`src/rtl/lfsr_sched_if.sv`:
```
// lfsr_sched_if
// Purpose : bundles the requester-facing signals of the shared LFSR word
//           server so that consumers and the server connect through one
//           port.
// Signals :
//   req       - level request per requester (driven by consumers)
//   gnt       - registered one-hot grant pulse (driven by the server)
//   rnd_data  - delivered 16-bit word, valid while rnd_valid is high
//   rnd_valid - high exactly when gnt is non-zero
// Modports: master = requester side, slave = server side.
interface lfsr_sched_if #(
  parameter int NUM_REQ = 4
) ();
  logic [NUM_REQ-1:0] req;
  logic [NUM_REQ-1:0] gnt;
  logic [15:0]        rnd_data;
  logic               rnd_valid;

  modport master (output req, input gnt, input rnd_data, input rnd_valid);
  modport slave  (input req, output gnt, output rnd_data, output rnd_valid);
endinterface

```
`src/rtl/lfsr_sched.sv`:
```
// lfsr_sched
// Purpose : shared pseudo-random word server. One 16-bit maximal-length
//           Fibonacci LFSR (x^16+x^14+x^13+x^11+1) is seeded, optionally
//           warmed up, and then serves one word per cycle to NUM_REQ
//           requesters under round-robin arbitration. A step counter
//           flags each completed 65535-step period.
// Parameters:
//   NUM_REQ - number of requesters (2..8)
//   WARMUP  - LFSR steps discarded after every seed load (0..255)
// Ports   :
//   clk         - rising-edge clock
//   reset       - asynchronous active-high reset
//   seed_load   - single-cycle strobe; load seed and restart
//   seed        - seed value, sampled with seed_load (0 is loaded as 1)
//   bus         - lfsr_sched_if slave: req in; gnt, rnd_data, rnd_valid out
//   seeded      - high while serving words
//   period_done - one-cycle pulse when the step counter wraps 65534 -> 0
// Build option:
//   LFSR_SCHED_FREERUN_EN - when defined, the LFSR steps every serving
//   cycle regardless of requests; when undefined, it steps only on grants
//   so the delivered stream is exactly the LFSR sequence.
module lfsr_sched #(
  parameter int NUM_REQ = 4,
  parameter int WARMUP  = 0
) (
  input  logic            clk,
  input  logic            reset,
  input  logic            seed_load,
  input  logic [15:0]     seed,
  lfsr_sched_if.slave     bus,
  output logic            seeded,
  output logic            period_done
);

  localparam int PTR_W = (NUM_REQ > 1) ? $clog2(NUM_REQ) : 1;

  typedef enum logic [1:0] {
    ST_UNSEEDED = 2'd0,
    ST_WARMUP   = 2'd1,
    ST_SERVE    = 2'd2
  } fsm_t;

  fsm_t               r_fsm;
  fsm_t               w_fsmNext;
  logic [15:0]        r_lfsr;
  logic [PTR_W-1:0]   r_rrPtr;
  logic [15:0]        r_stepCnt;
  logic [7:0]         r_warmCnt;
  logic [NUM_REQ-1:0] r_gnt;
  logic [15:0]        r_rndData;
  logic               r_rndValid;
  logic               r_periodDone;

  logic [15:0]        w_lfsrNext;
  logic [15:0]        w_seedClean;
  logic               w_grantHit;
  logic [PTR_W-1:0]   w_grantIdx;
  logic [PTR_W-1:0]   w_ptrNext;
  logic [NUM_REQ-1:0] w_grantOneHot;
  logic               w_step;
  logic               w_doGrant;

  // One Fibonacci step; an all-zero seed would lock the register, so it
  // is replaced by 1 on load.
  assign w_lfsrNext  = {r_lfsr[14:0], r_lfsr[15] ^ r_lfsr[13] ^ r_lfsr[12] ^ r_lfsr[10]};
  assign w_seedClean = (seed == 16'h0000) ? 16'h0001 : seed;

  // Round-robin search: first look at requesters at or above the pointer,
  // then wrap around to the ones below it.
  always_comb begin
    w_grantHit    = 1'b0;
    w_grantIdx    = '0;
    w_grantOneHot = '0;
    for (int j = 0; j < NUM_REQ; j++) begin
      if (!w_grantHit && (j >= int'(r_rrPtr)) && bus.req[j]) begin
        w_grantHit = 1'b1;
        w_grantIdx = PTR_W'(j);
      end
    end
    for (int j = 0; j < NUM_REQ; j++) begin
      if (!w_grantHit && (j < int'(r_rrPtr)) && bus.req[j]) begin
        w_grantHit = 1'b1;
        w_grantIdx = PTR_W'(j);
      end
    end
    for (int j = 0; j < NUM_REQ; j++) begin
      if (w_grantHit && (PTR_W'(j) == w_grantIdx)) begin
        w_grantOneHot[j] = 1'b1;
      end
    end
  end

  // Pointer moves to just past the winner, wrapping at NUM_REQ (which need
  // not be a power of two).
  assign w_ptrNext = (w_grantIdx == PTR_W'(NUM_REQ - 1)) ? '0 : (w_grantIdx + 1'b1);

  // Next-state and step/grant decisions. A seed load wins over everything
  // else in the same cycle.
  always_comb begin
    w_fsmNext = r_fsm;
    w_step    = 1'b0;
    w_doGrant = 1'b0;
    if (seed_load) begin
      if (WARMUP > 0) begin
        w_fsmNext = ST_WARMUP;
      end else begin
        w_fsmNext = ST_SERVE;
      end
    end else begin
      case (r_fsm)
        ST_UNSEEDED: begin
          w_fsmNext = ST_UNSEEDED;
        end
        ST_WARMUP: begin
          w_step = 1'b1;
          if (r_warmCnt <= 8'd1) begin
            w_fsmNext = ST_SERVE;
          end
        end
        ST_SERVE: begin
          w_doGrant = w_grantHit;
`ifdef LFSR_SCHED_FREERUN_EN
          w_step    = 1'b1;
`else
          w_step    = w_grantHit;
`endif
        end
        default: begin
          w_fsmNext = ST_UNSEEDED;
        end
      endcase
    end
  end

  // State register for the controller.
  always_ff @(posedge clk or posedge reset) begin
    if (reset) begin
      r_fsm <= ST_UNSEEDED;
    end else begin
      r_fsm <= w_fsmNext;
    end
  end

  // Datapath: LFSR, step counter, warm-up counter, arbitration pointer and
  // the registered grant/word outputs. rnd_data only changes on a grant so
  // it keeps the last delivered word while idle.
  always_ff @(posedge clk or posedge reset) begin
    if (reset) begin
      r_lfsr       <= 16'h0001;
      r_rrPtr      <= '0;
      r_stepCnt    <= 16'h0000;
      r_warmCnt    <= 8'h00;
      r_gnt        <= '0;
      r_rndData    <= 16'h0000;
      r_rndValid   <= 1'b0;
      r_periodDone <= 1'b0;
    end else begin
      r_gnt        <= '0;
      r_rndValid   <= 1'b0;
      r_periodDone <= 1'b0;
      if (seed_load) begin
        r_lfsr    <= w_seedClean;
        r_stepCnt <= 16'h0000;
        r_warmCnt <= 8'(WARMUP);
      end else begin
        if (w_step) begin
          r_lfsr <= w_lfsrNext;
          // 65535 steps make one full period, so the count wraps at 65534.
          if (r_stepCnt == 16'hFFFE) begin
            r_stepCnt    <= 16'h0000;
            r_periodDone <= 1'b1;
          end else begin
            r_stepCnt <= r_stepCnt + 16'h0001;
          end
        end
        if (r_fsm == ST_WARMUP) begin
          r_warmCnt <= r_warmCnt - 8'd1;
        end
        if (w_doGrant) begin
          r_gnt      <= w_grantOneHot;
          r_rndData  <= r_lfsr;
          r_rndValid <= 1'b1;
          r_rrPtr    <= w_ptrNext;
        end
      end
    end
  end

  assign bus.gnt       = r_gnt;
  assign bus.rnd_data  = r_rndData;
  assign bus.rnd_valid = r_rndValid;
  assign seeded        = (r_fsm == ST_SERVE);
  assign period_done   = r_periodDone;

endmodule

```
`src/flat_wrapper.sv`:
```
// flat-port wrapper written by rule: the top's interface ports become plain ports
module lfsr_sched_flat 
#(
  parameter int NUM_REQ = 4,
  parameter int WARMUP  = 0
)
  (clk, reset, seed_load, seed, seeded, period_done, bus_req, bus_gnt, bus_rnd_data, bus_rnd_valid);
  lfsr_sched_if #(.NUM_REQ(NUM_REQ)) bus_i ();
  input  logic clk;
  input  logic reset;
  input  logic seed_load;
  input  logic [15:0] seed;
  output logic seeded;
  output logic period_done;
  input wire logic [$bits(bus_i.req)-1:0] bus_req;
  output wire logic [$bits(bus_i.gnt)-1:0] bus_gnt;
  output wire logic [$bits(bus_i.rnd_data)-1:0] bus_rnd_data;
  output wire logic [$bits(bus_i.rnd_valid)-1:0] bus_rnd_valid;
  assign bus_i.req = bus_req;
  assign bus_gnt = bus_i.gnt;
  assign bus_rnd_data = bus_i.rnd_data;
  assign bus_rnd_valid = bus_i.rnd_valid;
  lfsr_sched #(.NUM_REQ(NUM_REQ), .WARMUP(WARMUP)) u_core (.clk(clk), .reset(reset), .seed_load(seed_load), .seed(seed), .bus(bus_i), .seeded(seeded), .period_done(period_done));
endmodule
```
`config.mk`:
```
export PLATFORM = sky130hd
export DESIGN_NAME = lfsr_sched_flat
export DESIGN_NICKNAME = d
export VERILOG_FILES = /design/src/rtl/lfsr_sched_if.sv /design/src/rtl/lfsr_sched.sv /design/src/flat_wrapper.sv
export SDC_FILE = /design/constraint.sdc
export NUM_CORES = 1
export LEC_CHECK = 0
export ABC_AREA = 1
export CORE_MARGIN = 4
export CORE_UTILIZATION = 30
export DETAILED_ROUTE_END_ITERATION = 12
export GPL_TIMING_DRIVEN = 0
export HOLD_SLACK_MARGIN = 0.08
export RECOVER_POWER = 100
export SLEW_MARGIN = 15
export SYNTH_ARGS = -nofsm -noshare
export SYNTH_HDL_FRONTEND = slang
export SYNTH_SLANG_ARGS = --single-unit
```
`constraint.sdc`:
```
create_clock -name clk -period 1.9 [get_ports clk]
set_input_delay 0.57 -clock clk [delete_from_list [all_inputs] [get_ports clk]]
set_output_delay 0.57 -clock clk [all_outputs]
set_load 0.02 [all_outputs]
```
After elaboration in Yosys (flattened, before gate mapping). Cells that the tools add are included.

Flip-flop bits (word level): 66. Word-level logic and storage cells: 100.

Add/subtract/negate cells: 3. $lt $le $gt $ge: 7. Equality and inequality tests: 9. Multiplexer cells: 40. Bitwise gates (word level): 4. Reductions and logical operators: 28.

Operators with widths (number): $mux W16 (6); $mux W1 (20); $add A16 B1 Y16 const B (1); $eq A16 B16 Y1 const B (1); $logic_and A1 B1 Y1 (16); $logic_not A16 Y1 (1); $mux W2 (8); $mux W8 (2); $le A8 B1 Y1 const B (1); $mux W4 (2); $sub A8 B1 Y8 const B (1); $logic_not A1 Y1 (6); $eq A2 B2 Y1 const A (2); $eq A2 B2 Y1 const B (2); $ge A1 B2 Y1 const A (2); $lt A1 B2 Y1 const A (2); $pmux W2 S2 (1); $reduce_and A2 Y1 (2); $reduce_bool A2 Y1 (2); $ne A3 B2 Y1 const B (1); $xor A1 B1 Y1 (3); $add A2 B1 Y2 const B (1); $eq A1 B2 Y1 const A (1); $eq A2 B1 Y1 const B (1); other kinds (6) (6).

Depth between registers and ports, before layout.
Word-level depth: 31. Depth in mapped cells: 10. Depth with buffers taken out: 10.

Least setup slack after synthesis. OpenSTA, ideal clock, no wires.

Kind: input -> register. Start: input port bus_req[2]. End: register u_core.r_rrPtr[1]. Setup time: 0.116 ns. Arrival: 1.302 ns. Data required time: 1.784 ns. Setup slack: 0.481 ns. Cell stages on the path: 6. Buffers on the path: 0. Path through: a21oi_4 -> nand3b_1 -> nand2_1 -> ha_1 -> nand2_1 -> nand2_1.

RTL lines: start, declared (line flat_wrapper.sv:15) `input wire logic [$bits(bus_i.req)-1:0] bus_req;`; $logic_and A1 B1 Y1 (line lfsr_sched.sv:75) `if (!w_grantHit && (j >= int'(r_rrPtr)) && bus.req[j]) begin`; $mux W1 (line lfsr_sched.sv:75); $logic_not A1 Y1 (line lfsr_sched.sv:75); $logic_and A1 B1 Y1 (line lfsr_sched.sv:75); $mux W1 (line lfsr_sched.sv:75); $logic_not A1 Y1 (line lfsr_sched.sv:81) `if (!w_grantHit && (j < int'(r_rrPtr)) && bus.req[j]) begin`; $logic_and A1 B1 Y1 (2 in series) (line lfsr_sched.sv:81); $mux W1 (line lfsr_sched.sv:81); $logic_not A1 Y1 (line lfsr_sched.sv:81); $logic_and A1 B1 Y1 (2 in series) (line lfsr_sched.sv:81); $mux W1 (line lfsr_sched.sv:81); $logic_not A1 Y1 (line lfsr_sched.sv:81); $logic_and A1 B1 Y1 (2 in series) (line lfsr_sched.sv:81); $mux W2 * (line lfsr_sched.sv:81); $add A2 B1 Y2 or $eq A2 B2 Y1 (tied branches) (line lfsr_sched.sv:95) `assign w_ptrNext = (w_grantIdx == PTR_W'(NUM_REQ - 1)) ? '0 : (w_grantIdx + 1'b1);`; $mux W2 * (line lfsr_sched.sv:95); named net u_core.w_ptrNext[1] (line lfsr_sched.sv:58) `logic [PTR_W-1:0] w_ptrNext;`; end signal, assigned (line lfsr_sched.sv:183) `r_rrPtr <= w_ptrNext;`; end, declared (line lfsr_sched.sv:46) `logic [PTR_W-1:0] r_rrPtr;`.

The timed path passes the listed nets; every way through them passes the cells marked *. A chain may end at the register's enable or synchronous reset.

Worst setup path after layout.
Start: register u_core.r_rndData[2], in the netlist u_core.bus.rnd_data[2]. End: output port bus_rnd_data[2].

RTL lines: start, declared (line lfsr_sched.sv:50) `logic [15:0] r_rndData;`; start signal, assigned (line lfsr_sched.sv:181) `r_rndData <= r_lfsr;`; end, declared (line flat_wrapper.sv:17) `output wire logic [$bits(bus_i.rnd_data)-1:0] bus_rnd_data;`.

No word-level cell between the ends.

==> metrics <==
status=finished, final reports clean; CTS tree=built; Syn-to-layout area delta=23.9%; starting density of the core=30.9%; CORE AREA=slightly above 10,000 um^2; synth warn=0; post-cts sizing count=3; clk slew on worst S/H paths=0.06 ns; sequential share of the synthesized area=44.8%; Post-CTS Setup Inserts=0; synthesized area=approximately 3200 um^2; # port buffers=45; minimum clock period=1.86 ns; Slew @ Worst Pin=0.655 ns; average size of a mapped cell=7.58 um^2; Seq pwr share=43.1%; Clock Latency Late Sink=around 0.33 ns; area of the multi-input gates=about 1400 um^2; max_cap viols=0; detailed-route DRC error count=0; layout cell share with drive strength beyond 1=just under 9%; register bit total from synthesis=57; largest net degree at the start of global routing=24; Setup crit end kind=output port; hold crit path type=register to register; internal power=around 0.0024 W; Crit Path Class=register to output port; gr ovfl total=0; post-DR vias/cell=4.57; Syn Inst Count=421; Leakage Power=1.87 nW; Hold Startpoint=u_core.bus.rnd_data[0]; crit-path max FO=2; Final #Nets=508; Net Count, Synth=between 400 and 500; reg2reg start=u_core.r_stepCnt[1]; worst path cell trace=clkdlybuf4s50_1; FILL cells=1,079; WHS=0.485 ns; fin area=3950 um^2; Num Clock Sinks=57; combinational power share=25.3%; P_sw=between 0.001 and 0.0015 W; vias in the first global route=2,856; arrival time worst endpoint=1.29 ns; Slew HR=56.1%; Die ar.=12,300 um^2; CP startpoint kind=register; via count=2,835; Placer Congestion=0.919; clk_skew=0.0118 ns; Power Density=between 800 and 900 nW/um^2; FF+latch area=1430 um^2; xor/xnor share of the synthesized area=1.37%; Final Max Tran Viols=0; final hold violations=0; mux cell area share after synthesis=0%; CTS H-tree depth=3; hold_buf cts=0; CP top delay family=buffers and inverters; site row count=37; chip width=111 um; Ant. Diodes=0; compound-gate portion of the synthesized area=8.16%; Longest Clk Path Bufs=2; Power Total=0.00352 W; io pins=46; Yosys cell types=27; dpl cell area=about 3900 um^2; Peak VDD IR=379 uV; die height=111 um; drt wl/cell=12.4 um; DRT antenna net count=0; Final setup viols=0; initial DRC count=roughly 160; Sw Share=between 30% and 40%; CP startpoint=u_core.bus.rnd_data[2]; GRT Util Overall=13.1%; simple-gate portion of the synthesized area=~33%; first-pass GRT wire length=13,500 um; drt pass-1 iters=4; unrepaired setup endpoints after global routing=no; CP bufs+invs=1; Adder-Cell Fraction of Synth Area=2.35%; slowest stage delay, CP=~0.61 ns; CP max-delay cell=clkdlybuf4s50_1; main combinational cell family by area after synthesis=simple AND/OR/NAND/NOR gates; drt total wl=approximately 7700 um; clock power share=31.7%; crit share post-route=97.8%; Core Util, Final=38.3%; Root Buffer=clkbuf_8; fmax=~0.54 GHz; initial antenna violation count=0; DP HPWL=5800 um; CP required=1.33 ns; total CTS buffers=9
routing by layer:
metal	track usage (%)	wire [um]
met5	0	0
met4	2.35	44
met3	3.98	398
met2	22.4	3680
met1	16.7	3560
sequential cells by signal (all words and copies together), names as in the netlist:
name	cells
u_core.bus.gnt	4
u_core.r_fsm	1
u_core.period_done	1
u_core.bus.rnd_valid	1
u_core.r_rrPtr	2
u_core.r_stepCnt	16
u_core.bus.rnd_data	16
u_core.r_lfsr	16
area by class of cell:
type	count	share of cell area, %
Multi-Input combinational cell	299	36.5
Buffer	17	3.23
Sequential cell	57	36.1
Clock inverter	3	1.08
Tap cell	136	4.31
Inverter	48	4.59
Clock buffer	13	3.77
Timing Repair Buffer	47	10.4
metrics by stage:
stage / cells / setup slack (ns) / setup TNS (ns)
floorplan: 421 / 0.481 / 0
global placement: 602 / -0.339 / -14.77
detailed placement: 604 / -0.342 / -9.70
CTS: 620 / 0.00426 / 0
global route: 620 / 0.00207 / 0
finish: 620 / 0.0421 / 0
cell usage in the layout, fill, tap and decap left out, types with 10 or more instances in the layout:
| cell | count |
|---|---|
| clkbuf_1 | 19 |
| dfrtp_1 | 56 |
| nand3_1 | 53 |
| clkbuf_8 | 10 |
| nor2_1 | 37 |
| o21ai_0 | 31 |
| inv_1 | 47 |
| nand2_1 | 132 |
| o21ai_1 | 13 |
| clkdlybuf4s50_1 | 28 |
final timing paths:
check	to	cells past startpoint	slack, ns
max	bus_rnd_data[2]	1	0.04
min	u_core.bus.rnd_data[0]	2	0.49
max reg2reg	u_core.r_stepCnt[14]	7	0.30
min reg2reg	u_core.bus.rnd_data[0]	2	0.49
max in group asynchronous	u_core.r_lfsr[0]	4	0.38
min in group asynchronous	u_core.r_stepCnt[2]	2	0.75
power by group through the flow:
stage | sequential [W] | clock [W] | combinational (W)
6_report | 0.00152 | 0.00112 | 0.000890
5_1_grt | 0.00154 | 0.00121 | 0.00100
4_1_cts | 0.00152 | 0.00115 | 0.000990
3_5_place_dp | 0.00154 | 0 | 0.000992
3_3_place_gp | 0.00154 | 0 | 0.000971
2_1_floorplan | 0.00163 | 0 | 0.000488
synth_stat cells, drive strengths merged:
cell type	number	share of area, %
nand2	135	16
dfrtp	56	44
nand3	54	8.9
inv	48	5.6
o21ai	44	6.9
nor2	38	4.7
buf	13	3.8
nand4	9	2.4
ha	6	2.4
clkbuf	4	0.47
xnor2	3	0.82
a21oi	2	1.0
nand3b	2	0.47
or2	2	0.39
xor2	2	0.55
dfstp	1	0.82
nor3	1	0.16
o21bai	1	0.24
logic make-up after synthesis:
| logic type | after synthesis |
|---|---|
| and+or+nand+nor | 241 |
| buffers and inverters | 65 |
| AOI/OAI and AO/OA | 47 |
| xor gates and xnor gates | 5 |
| DFF | 57 |
| adders and majority gates | 6 |
(Power assumes the default switching activity.)
